[src/rtl/jk_bank_ctrl_if.sv]
// Command and bank-bus bundle for jk_bank_ctrl: valid/ready command channel,
// the J/K drive vectors toward the flip-flop bank, and the bank's Q readback.
interface jk_bank_ctrl_if #(
    parameter int N  = 4,
    parameter int CW = 8
);
    logic          cmd_valid;
    logic          cmd_ready;
    logic [2:0]    cmd_op;
    logic [N-1:0]  cmd_data;
    logic [CW-1:0] cmd_count;
    logic          serial_in;
    logic [N-1:0]  q_in;
    logic [N-1:0]  j_out;
    logic [N-1:0]  k_out;
    logic          busy;
    logic          done;

    // Host side: issues commands and presents the bank's Q.
    modport master (
        output cmd_valid, cmd_op, cmd_data, cmd_count, serial_in, q_in,
        input  cmd_ready, j_out, k_out, busy, done
    );

    // Controller side.
    modport slave (
        input  cmd_valid, cmd_op, cmd_data, cmd_count, serial_in, q_in,
        output cmd_ready, j_out, k_out, busy, done
    );
endinterface

[src/rtl/jk_bank_ctrl.sv]
// Sequencing controller for a bank of N external JK flip-flops.
// Each step drives J/K for one cycle (DRIVE) and then releases them for one
// cycle (SETTLE) so the bank's new Q is stable on q_in before the next step's
// vectors are derived from it.
module jk_bank_ctrl #(
    parameter int N  = 4,
    parameter int CW = 8
) (
    input  logic          clk,
    input  logic          rst,
    jk_bank_ctrl_if.slave bus
);
    typedef enum logic [1:0] {IDLE, DRIVE, SETTLE, DONE} state_t;

    localparam logic [2:0] OP_CLEAR  = 3'd1;
    localparam logic [2:0] OP_LOAD   = 3'd2;
    localparam logic [2:0] OP_TOGGLE = 3'd3;
    localparam logic [2:0] OP_INCR   = 3'd4;
    localparam logic [2:0] OP_DECR   = 3'd5;
    localparam logic [2:0] OP_SHL    = 3'd6;

    state_t        state;
    logic [CW-1:0] steps;
    logic [2:0]    op_l;
    logic [N-1:0]  data_l;

    logic          ready;
    logic          accept;
    logic          counted;
    logic          single;
    logic          instant;
    logic [CW-1:0] init_steps;
    logic [2:0]    vec_op;
    logic [N-1:0]  vec_data;
    logic [N-1:0]  vec_j;
    logic [N-1:0]  vec_k;

    // J/K vectors for one step, packed as {J, K}. Only toggle-type ops ever
    // produce J=K=1 on a bit.
    function automatic logic [2*N-1:0] step_vec(input logic [2:0] op,
                                                input logic [N-1:0] data,
                                                input logic [N-1:0] q,
                                                input logic sin);
        logic [N-1:0]   t;
        logic [N-1:0]   d;
        logic [2*N-1:0] r;
        t = '0;
        d = '0;
        r = '0;
        case (op)
            OP_CLEAR:  r = {{N{1'b0}}, {N{1'b1}}};
            OP_LOAD:   r = {data, ~data};
            OP_TOGGLE: r = {data, data};
            OP_INCR: begin
                t[0] = 1'b1;
                for (int i = 1; i < N; i++) t[i] = t[i-1] & q[i-1];
                r = {t, t};
            end
            OP_DECR: begin
                t[0] = 1'b1;
                for (int i = 1; i < N; i++) t[i] = t[i-1] & ~q[i-1];
                r = {t, t};
            end
            OP_SHL: begin
                d = {q[N-2:0], sin};
                r = {d, ~d};
            end
            default: r = '0;
        endcase
        return r;
    endfunction

    assign ready         = (state == IDLE) & ~rst;
    assign bus.cmd_ready = ready;
    assign accept        = bus.cmd_valid & ready;

    assign counted    = (bus.cmd_op >= OP_TOGGLE) && (bus.cmd_op <= OP_SHL);
    assign single     = (bus.cmd_op == OP_CLEAR) || (bus.cmd_op == OP_LOAD);
    assign instant    = !(single || counted) || (counted && (bus.cmd_count == '0));
    assign init_steps = single ? CW'(1) : bus.cmd_count;

    // In IDLE the command is being accepted this edge, so its fields come
    // straight from the bus; afterwards the latched copy is used.
    assign vec_op   = (state == IDLE) ? bus.cmd_op   : op_l;
    assign vec_data = (state == IDLE) ? bus.cmd_data : data_l;
    assign {vec_j, vec_k} = step_vec(vec_op, vec_data, bus.q_in, bus.serial_in);

    // Command latch; purely data, so no reset is needed.
    always_ff @(posedge clk) begin
        if (accept) begin
            op_l   <= bus.cmd_op;
            data_l <= bus.cmd_data;
        end
    end

    // Step sequencer with registered J/K, busy and done outputs.
    always_ff @(posedge clk or posedge rst) begin
        if (rst) begin
            state     <= IDLE;
            steps     <= '0;
            bus.j_out <= '0;
            bus.k_out <= '0;
            bus.busy  <= 1'b0;
            bus.done  <= 1'b0;
        end else begin
            bus.done <= 1'b0;
            case (state)
                IDLE: begin
                    if (accept) begin
                        bus.busy <= 1'b1;
                        steps    <= init_steps;
                        if (instant) begin
                            state    <= DONE;
                            bus.done <= 1'b1;
                        end else begin
                            state     <= DRIVE;
                            bus.j_out <= vec_j;
                            bus.k_out <= vec_k;
                        end
                    end
                end
                DRIVE: begin
                    state     <= SETTLE;
                    bus.j_out <= '0;
                    bus.k_out <= '0;
                end
                SETTLE: begin
                    steps <= steps - CW'(1);
                    if (steps > CW'(1)) begin
                        state     <= DRIVE;
                        bus.j_out <= vec_j;
                        bus.k_out <= vec_k;
                    end else begin
                        state    <= DONE;
                        bus.done <= 1'b1;
                    end
                end
                DONE: begin
                    state    <= IDLE;
                    bus.busy <= 1'b0;
                end
                default: state <= IDLE;
            endcase
        end
    end
endmodule

[src/flat_wrapper.sv]
// flat-port wrapper written by rule: the top's interface ports become plain ports
module jk_bank_ctrl_flat 
#(
    parameter int N  = 4,
    parameter int CW = 8
)
  (clk, rst, bus_cmd_valid, bus_cmd_op, bus_cmd_data, bus_cmd_count, bus_serial_in, bus_q_in, bus_cmd_ready, bus_j_out, bus_k_out, bus_busy, bus_done);
  jk_bank_ctrl_if #(.N(N), .CW(CW)) bus_i ();
  input  logic clk;
  input  logic rst;
  input wire logic [$bits(bus_i.cmd_valid)-1:0] bus_cmd_valid;
  input wire logic [$bits(bus_i.cmd_op)-1:0] bus_cmd_op;
  input wire logic [$bits(bus_i.cmd_data)-1:0] bus_cmd_data;
  input wire logic [$bits(bus_i.cmd_count)-1:0] bus_cmd_count;
  input wire logic [$bits(bus_i.serial_in)-1:0] bus_serial_in;
  input wire logic [$bits(bus_i.q_in)-1:0] bus_q_in;
  output wire logic [$bits(bus_i.cmd_ready)-1:0] bus_cmd_ready;
  output wire logic [$bits(bus_i.j_out)-1:0] bus_j_out;
  output wire logic [$bits(bus_i.k_out)-1:0] bus_k_out;
  output wire logic [$bits(bus_i.busy)-1:0] bus_busy;
  output wire logic [$bits(bus_i.done)-1:0] bus_done;
  assign bus_i.cmd_valid = bus_cmd_valid;
  assign bus_i.cmd_op = bus_cmd_op;
  assign bus_i.cmd_data = bus_cmd_data;
  assign bus_i.cmd_count = bus_cmd_count;
  assign bus_i.serial_in = bus_serial_in;
  assign bus_i.q_in = bus_q_in;
  assign bus_cmd_ready = bus_i.cmd_ready;
  assign bus_j_out = bus_i.j_out;
  assign bus_k_out = bus_i.k_out;
  assign bus_busy = bus_i.busy;
  assign bus_done = bus_i.done;
  jk_bank_ctrl #(.N(N), .CW(CW)) u_core (.clk(clk), .rst(rst), .bus(bus_i));
endmodule
[config.mk]
export PLATFORM = sky130hd
export DESIGN_NAME = jk_bank_ctrl_flat
export DESIGN_NICKNAME = d
export VERILOG_FILES = /design/src/rtl/jk_bank_ctrl_if.sv /design/src/rtl/jk_bank_ctrl.sv /design/src/flat_wrapper.sv
export SDC_FILE = /design/constraint.sdc
export NUM_CORES = 1
export LEC_CHECK = 0
export ABC_AREA = 1
export CORE_MARGIN = 10
export CORE_UTILIZATION = 56
export CTS_CLUSTER_DIAMETER = 60
export CTS_CLUSTER_SIZE = 16
export DETAILED_ROUTE_END_ITERATION = 16
export GPL_ROUTABILITY_DRIVEN = 0
export MAX_ROUTING_LAYER = met4
export PLACE_DENSITY_LB_ADDON = 0.1
export SLEW_MARGIN = 20
export SYNTH_ARGS = -nofsm -noshare
export SYNTH_HDL_FRONTEND = slang
export SYNTH_SLANG_ARGS = --single-unit
export TNS_END_PERCENT = 30
[constraint.sdc]
create_clock -name clk -period 2.4 [get_ports clk]
set_input_delay 0.36 -clock clk [delete_from_list [all_inputs] [get_ports clk]]
set_output_delay 0.36 -clock clk [all_outputs]
set_load 0.03 [all_outputs]
; ---- Word level (Yosys, flattened, before mapping)
; Cells that the tools add are included.
[classes]
add_sub_neg = 1
magnitude_cmp = 3
eq_ne = 14
muxes = 24
n_bitwise = 12
n_reduce_logical = 14
[ops]
columns = operator, n
row1 = 8-bit case mux with 6 select lines, 1
row2 = 4-bit 2-to-1 mux, 7
row3 = 4-bit case mux with 3 select lines, 2
row4 = 8-bit 2-to-1 mux, 2
row5 = 8-bit case mux with 2 select lines, 1
row6 = "3-bit by 2-bit equality test with 1-bit output, second input constant", 3
row7 = "3-bit equality test, second input constant", 3
row8 = "8-bit by 1-bit greater-than comparator with 1-bit output, second input constant", 1
row9 = 8-bit zero test, 1
row10 = 4-bit inverter, 2
row11 = 2-bit case mux with 4 select lines, 1
row12 = "8-bit by 1-bit subtractor with 8-bit output, second input constant", 1
row13 = 1-bit bitwise AND, 6
row14 = "3-bit by 1-bit equality test with 1-bit output, second input constant", 2
row15 = 2-bit 2-to-1 mux, 3
row16 = "2-bit equality test, second input constant", 2
row17 = 1-bit 2-to-1 mux, 4
row18 = "2-bit by 1-bit inequality test with 1-bit output, second input constant", 2
row19 = 1-bit inverter, 4
row20 = 1-bit case mux with 2 select lines, 2
row21 = 2-bit AND reduction, 2
row22 = 4-bit AND reduction, 1
row23 = 2-bit nonzero test, 2
row24 = "3-bit by 2-bit >= comparator with 1-bit output, second input constant", 1
row25 = 9 further kinds, 12
[word_totals]
regBits = 27
input_bits = 23
output_inout_bits = 11
word_cells = 76

; ---- Logic depth before layout (Yosys ltp)
[depth]
word_depth = 8
ltp_mapped = 12
depth_no_buf = 11

; ---- Least setup slack after synthesis
; OpenSTA, ideal clock, no wires.
[synth_timing]
path_type = flip-flop to flip-flop
from = reg u_core.state[0]
to = reg u_core.bus.j_out[0]
setup_ns = 0.065
arrival_time_ns = 1.545
required_ns = 2.335
path_slack_ns = 0.790
stages_incl_launch_ff = 12
path_buffers = 0
synth_period_minus_slack_ns = 1.610
cell_sequence = dfrtp_1 > inv_2 > nand2_4 > nor2_4 > nand2_2 > nand2_1 > nand2_1 > inv_2 > nand3_4 > nor2_4 > nand2_1 > nand2_1
[synth_between]
word_cells_on_any_way = 23
classes_between = eq/ne (11) / mux (7) / bitwise (2) / reduce/logical (3)
[synth_lines]
columns = item, line_no
row1 = start: declaration, jk_bank_ctrl.sv:22  ; state_t state;
row2 = start signal: assignment, jk_bank_ctrl.sv:99  ; state <= IDLE;
row3 = start signal: assignment, jk_bank_ctrl.sv:113  ; state <= DONE;
row4 = start signal: assignment, jk_bank_ctrl.sv:116  ; state <= DRIVE;
row5 = 2-bit zero test, jk_bank_ctrl.sv:73  ; assign ready = (state == IDLE) & ~rst;
row6 = 1-bit bitwise AND, jk_bank_ctrl.sv:73
row7 = named net bus_cmd_ready, flat_wrapper.sv:17  ; output wire logic [$bits(bus_i.cmd_ready)-1:0] bus_cmd_ready;
row8 = 1-bit bitwise AND, jk_bank_ctrl.sv:75  ; assign accept = bus.cmd_valid & ready;
row9 = 2-bit by 1-bit inequality test with 1-bit output (no source line), -
row10 = 4-bit AND reduction (no source line), -
row11 = end signal: assignment, jk_bank_ctrl.sv:117  ; bus.j_out <= vec_j;
row12 = end signal: assignment, jk_bank_ctrl.sv:131  ; bus.j_out <= vec_j;
row13 = end: declaration, jk_bank_ctrl_if.sv:28  ; output cmd_ready, j_out, k_out, busy, done
; The timed path passes the listed nets, and every way through them passes these cells. The select of a mux whose other input is x is not followed.
; A chain may end at the register's enable or synchronous reset.

; ---- Final worst setup path
[layout_timing]
from = reg u_core.state[0]
to = out bus_cmd_ready
[layout_between]
elab_chain_cells = 2
[layout_rtl]
columns = item, line_no
row1 = 2-bit zero test, jk_bank_ctrl.sv:73
row2 = 1-bit bitwise AND, jk_bank_ctrl.sv:73
row3 = end: declaration, flat_wrapper.sv:17
; Every way passes these cells.

==> flow_metrics.tcl <==
set metrics [dict create \
    status "finished, final reports clean" \
    cp.arrival_ns 1.84 \
    ys_ff_latch 27 \
    cts_resized 0 \
    clkTransAtPathRegs_ns 0.15 \
    hold_class "register to register" \
    core_region_area_mm2 0.00310 \
    route.detailed.wl_per_inst_um 12.4 \
    grt_pass1_vias 1827 \
    die_area_mm2 0.00596 \
    die_height_um 77.2 \
    synth_cells 272 \
    critPathMaxStageDelay_ns 0.68 \
    cp.required_ns 2.04 \
    drv_slew 0 \
    synth_common_cells "nand2_1 (95), nor2_1 (42), inv_1 (30)" \
    drc 0 \
    avgViaCountPerCell 5.22 \
    crit_chain "inv_2 > nand2_4 > nor2_4 > clkdlybuf4s50_1" \
    rsz0062_at_grt "false" \
    grt_use_total 0.155 \
    fill_cells 305 \
    grt-ovfl-total 0 \
    antenna_found_initial 0 \
    nNetsFinal 332 \
    synth_area_leaders "dfrtp_1 (27%), nand2_1 (19%), edfxtp_1 (11%), nor2_1 (8.6%), inv_1 (6.1%)" \
    grt_max_degree 21 \
    tns_ns 0 \
    finalSetupViolations 0 \
    port-buffer-count 32 \
    io_pins 34 \
    cts_max_level 1 \
    power_mw 2.55 \
    drtAntennaViolNets 0 \
    grt_pass1_wl_mm 7.89 \
    clk_latency_ns 0.33 \
    start_util 0.591 \
    dp_hpwl_mm 3.43 \
    cts_buffers 3 \
    synthesis.area_mm2 0.00183 \
    design_area_mm2 0.00223 \
    antennaDiodeCount 0 \
    leakagePower_nw 1.15 \
    cp_slowest_cell "clkdlybuf4s50_1" \
    cts.sinks 27 \
    postSynth.topFlopCell "dfrtp_1" \
    yosysMostFrequentCell "nand2_1" \
    synth_top_area_frac 0.273 \
    vias 1827 \
    fin_ws_ns 0.203 \
    crit_type "register to primary output" \
    yosysTopAreaCell "dfrtp_1" \
    synth_cell_types 29 \
    drv_cap 0 \
    drive_gt1_frac 0.0621 \
    finalHoldViolations 0 \
    area_delta_synth_final_pct 21.4 \
    drt-pass1-iter-count 4 \
    die_w_um 77.2 \
    drt_iter0_markers 180 \
    async_flop_share 0.741 \
    rrSetupSlack_ns 0.47 \
    synth_warnings 0 \
    cp-start-kind "register" \
    syn_area_per_cell_um2 6.74 \
    fmax_mhz 455 \
    period_needed_ns 2.20 \
    irDropWorstVdd_mv 0.763 \
    routed_wirelength_mm 4.35 \
    seq_area_frac_synth 0.387 \
    root_buffer "clkbuf_4" \
    placed_cell_area_mm2 0.00220 \
    postCtsSetupBuffers 0 \
    synth-edff-count 7 \
    endpoint_kind "primary output" \
    syn_nets 297 \
    crit_fanout 10 \
    place_ws_ns 0.296 \
    cts_max_path_buffers 2 \
    p_per_area_mw_per_mm2 1150 \
    final.setup_skew_ns 0.00619 \
    final.period_utilization 0.916 \
    tightest_slew_ns 0.753 \
    max-slew-margin-rel 0.498 \
    cts_tree "done" \
    holdBufCountCts 0 \
    rows 20 \
]
-- cell usage in the layout, fill, tap and decap left out, types with 2 or more instances in the layout --
cell type	instances
buf_4	3
a21oi_1	6
nor2_4	3
nand2_2	2
inv_1	30
nand4_1	14
nor2_1	42
dfrtp_1	20
inv_2	4
nand3_1	18
clkdlybuf4s50_1	32
clkbuf_4	3
o21a_1	2
nand2_1	95
xor2_1	2
ha_1	2
o21ai_0	8
edfxtp_1	7
-- metrics by stage --
stage,hold WS (ns),util,cells
after detailed placement,0.465,0.709,346
after global routing,0.537,0.718,350
after floorplan,0.324,-,272
after CTS,0.502,0.718,350
after global placement,0.462,0.709,346
final,0.496,0.718,350
-- area by class of cell --
cell class | instances | area (um2) | share of cell area
clock buffers | 3 | 22.5 | 0.0101
clock inverters | 1 | 5.00 | 0.00225
inverters | 34 | 128 | 0.0573
multi-input cells | 206 | 963 | 0.433
flip-flops and latches | 27 | 711 | 0.319
well taps | 44 | 55.1 | 0.0247
repair buffers | 35 | 343 | 0.154
-- layer usage --
metal	track usage	routed length [um]
met1	0.185	1980
met2	0.264	2120
met3	0.0280	187
met4	0.0365	55
met5	-	0
-- report_power, final --
group          switching (mW)  internal (mW)
clock network           0.138         0.0625
registers               0.105          0.622
logic                    1.07          0.556
-- critical path, delay by kind of cell, from the launching register on --
family	cells	cell delay (ns)
buffers and inverters	2	0.80
DFF	1	0.50
and+or+nand+nor	2	0.21
-- logic make-up after synthesis --
logic type,count (synthesis),share of synthesized area
simple gates,180,0.432
buf+inv,39,0.0873
flops,27,0.387
compound gates,22,0.0703
xor+xnor,2,0.00955
fa+ha+maj,2,0.0136
-- path summary, 6_finish.rpt --
kind | depth (start not counted) | from | to
setup / recovery | 4 | u_core.state[0] | bus_cmd_ready
min in group asynchronous | 2 | rst | u_core.state[0]
hold / removal | 2 | u_core.bus.j_out[2] | u_core.bus.j_out[2]
max in group asynchronous | 2 | rst | u_core.bus.done
hold reg to reg | 2 | u_core.bus.j_out[2] | u_core.bus.j_out[2]
setup reg to reg | 11 | u_core.state[0] | u_core.bus.j_out[0]
-- state kept, by name, indices dropped and copies added, names as in the netlist --
name and count:
u_core.bus.k_out 4, u_core.state 2, u_core.steps 8, u_core.bus.busy 1, u_core.op_l 3, u_core.data_l 4
u_core.bus.j_out 4, u_core.bus.done 1
No activity file was read; power rests on OpenSTA's default activity.
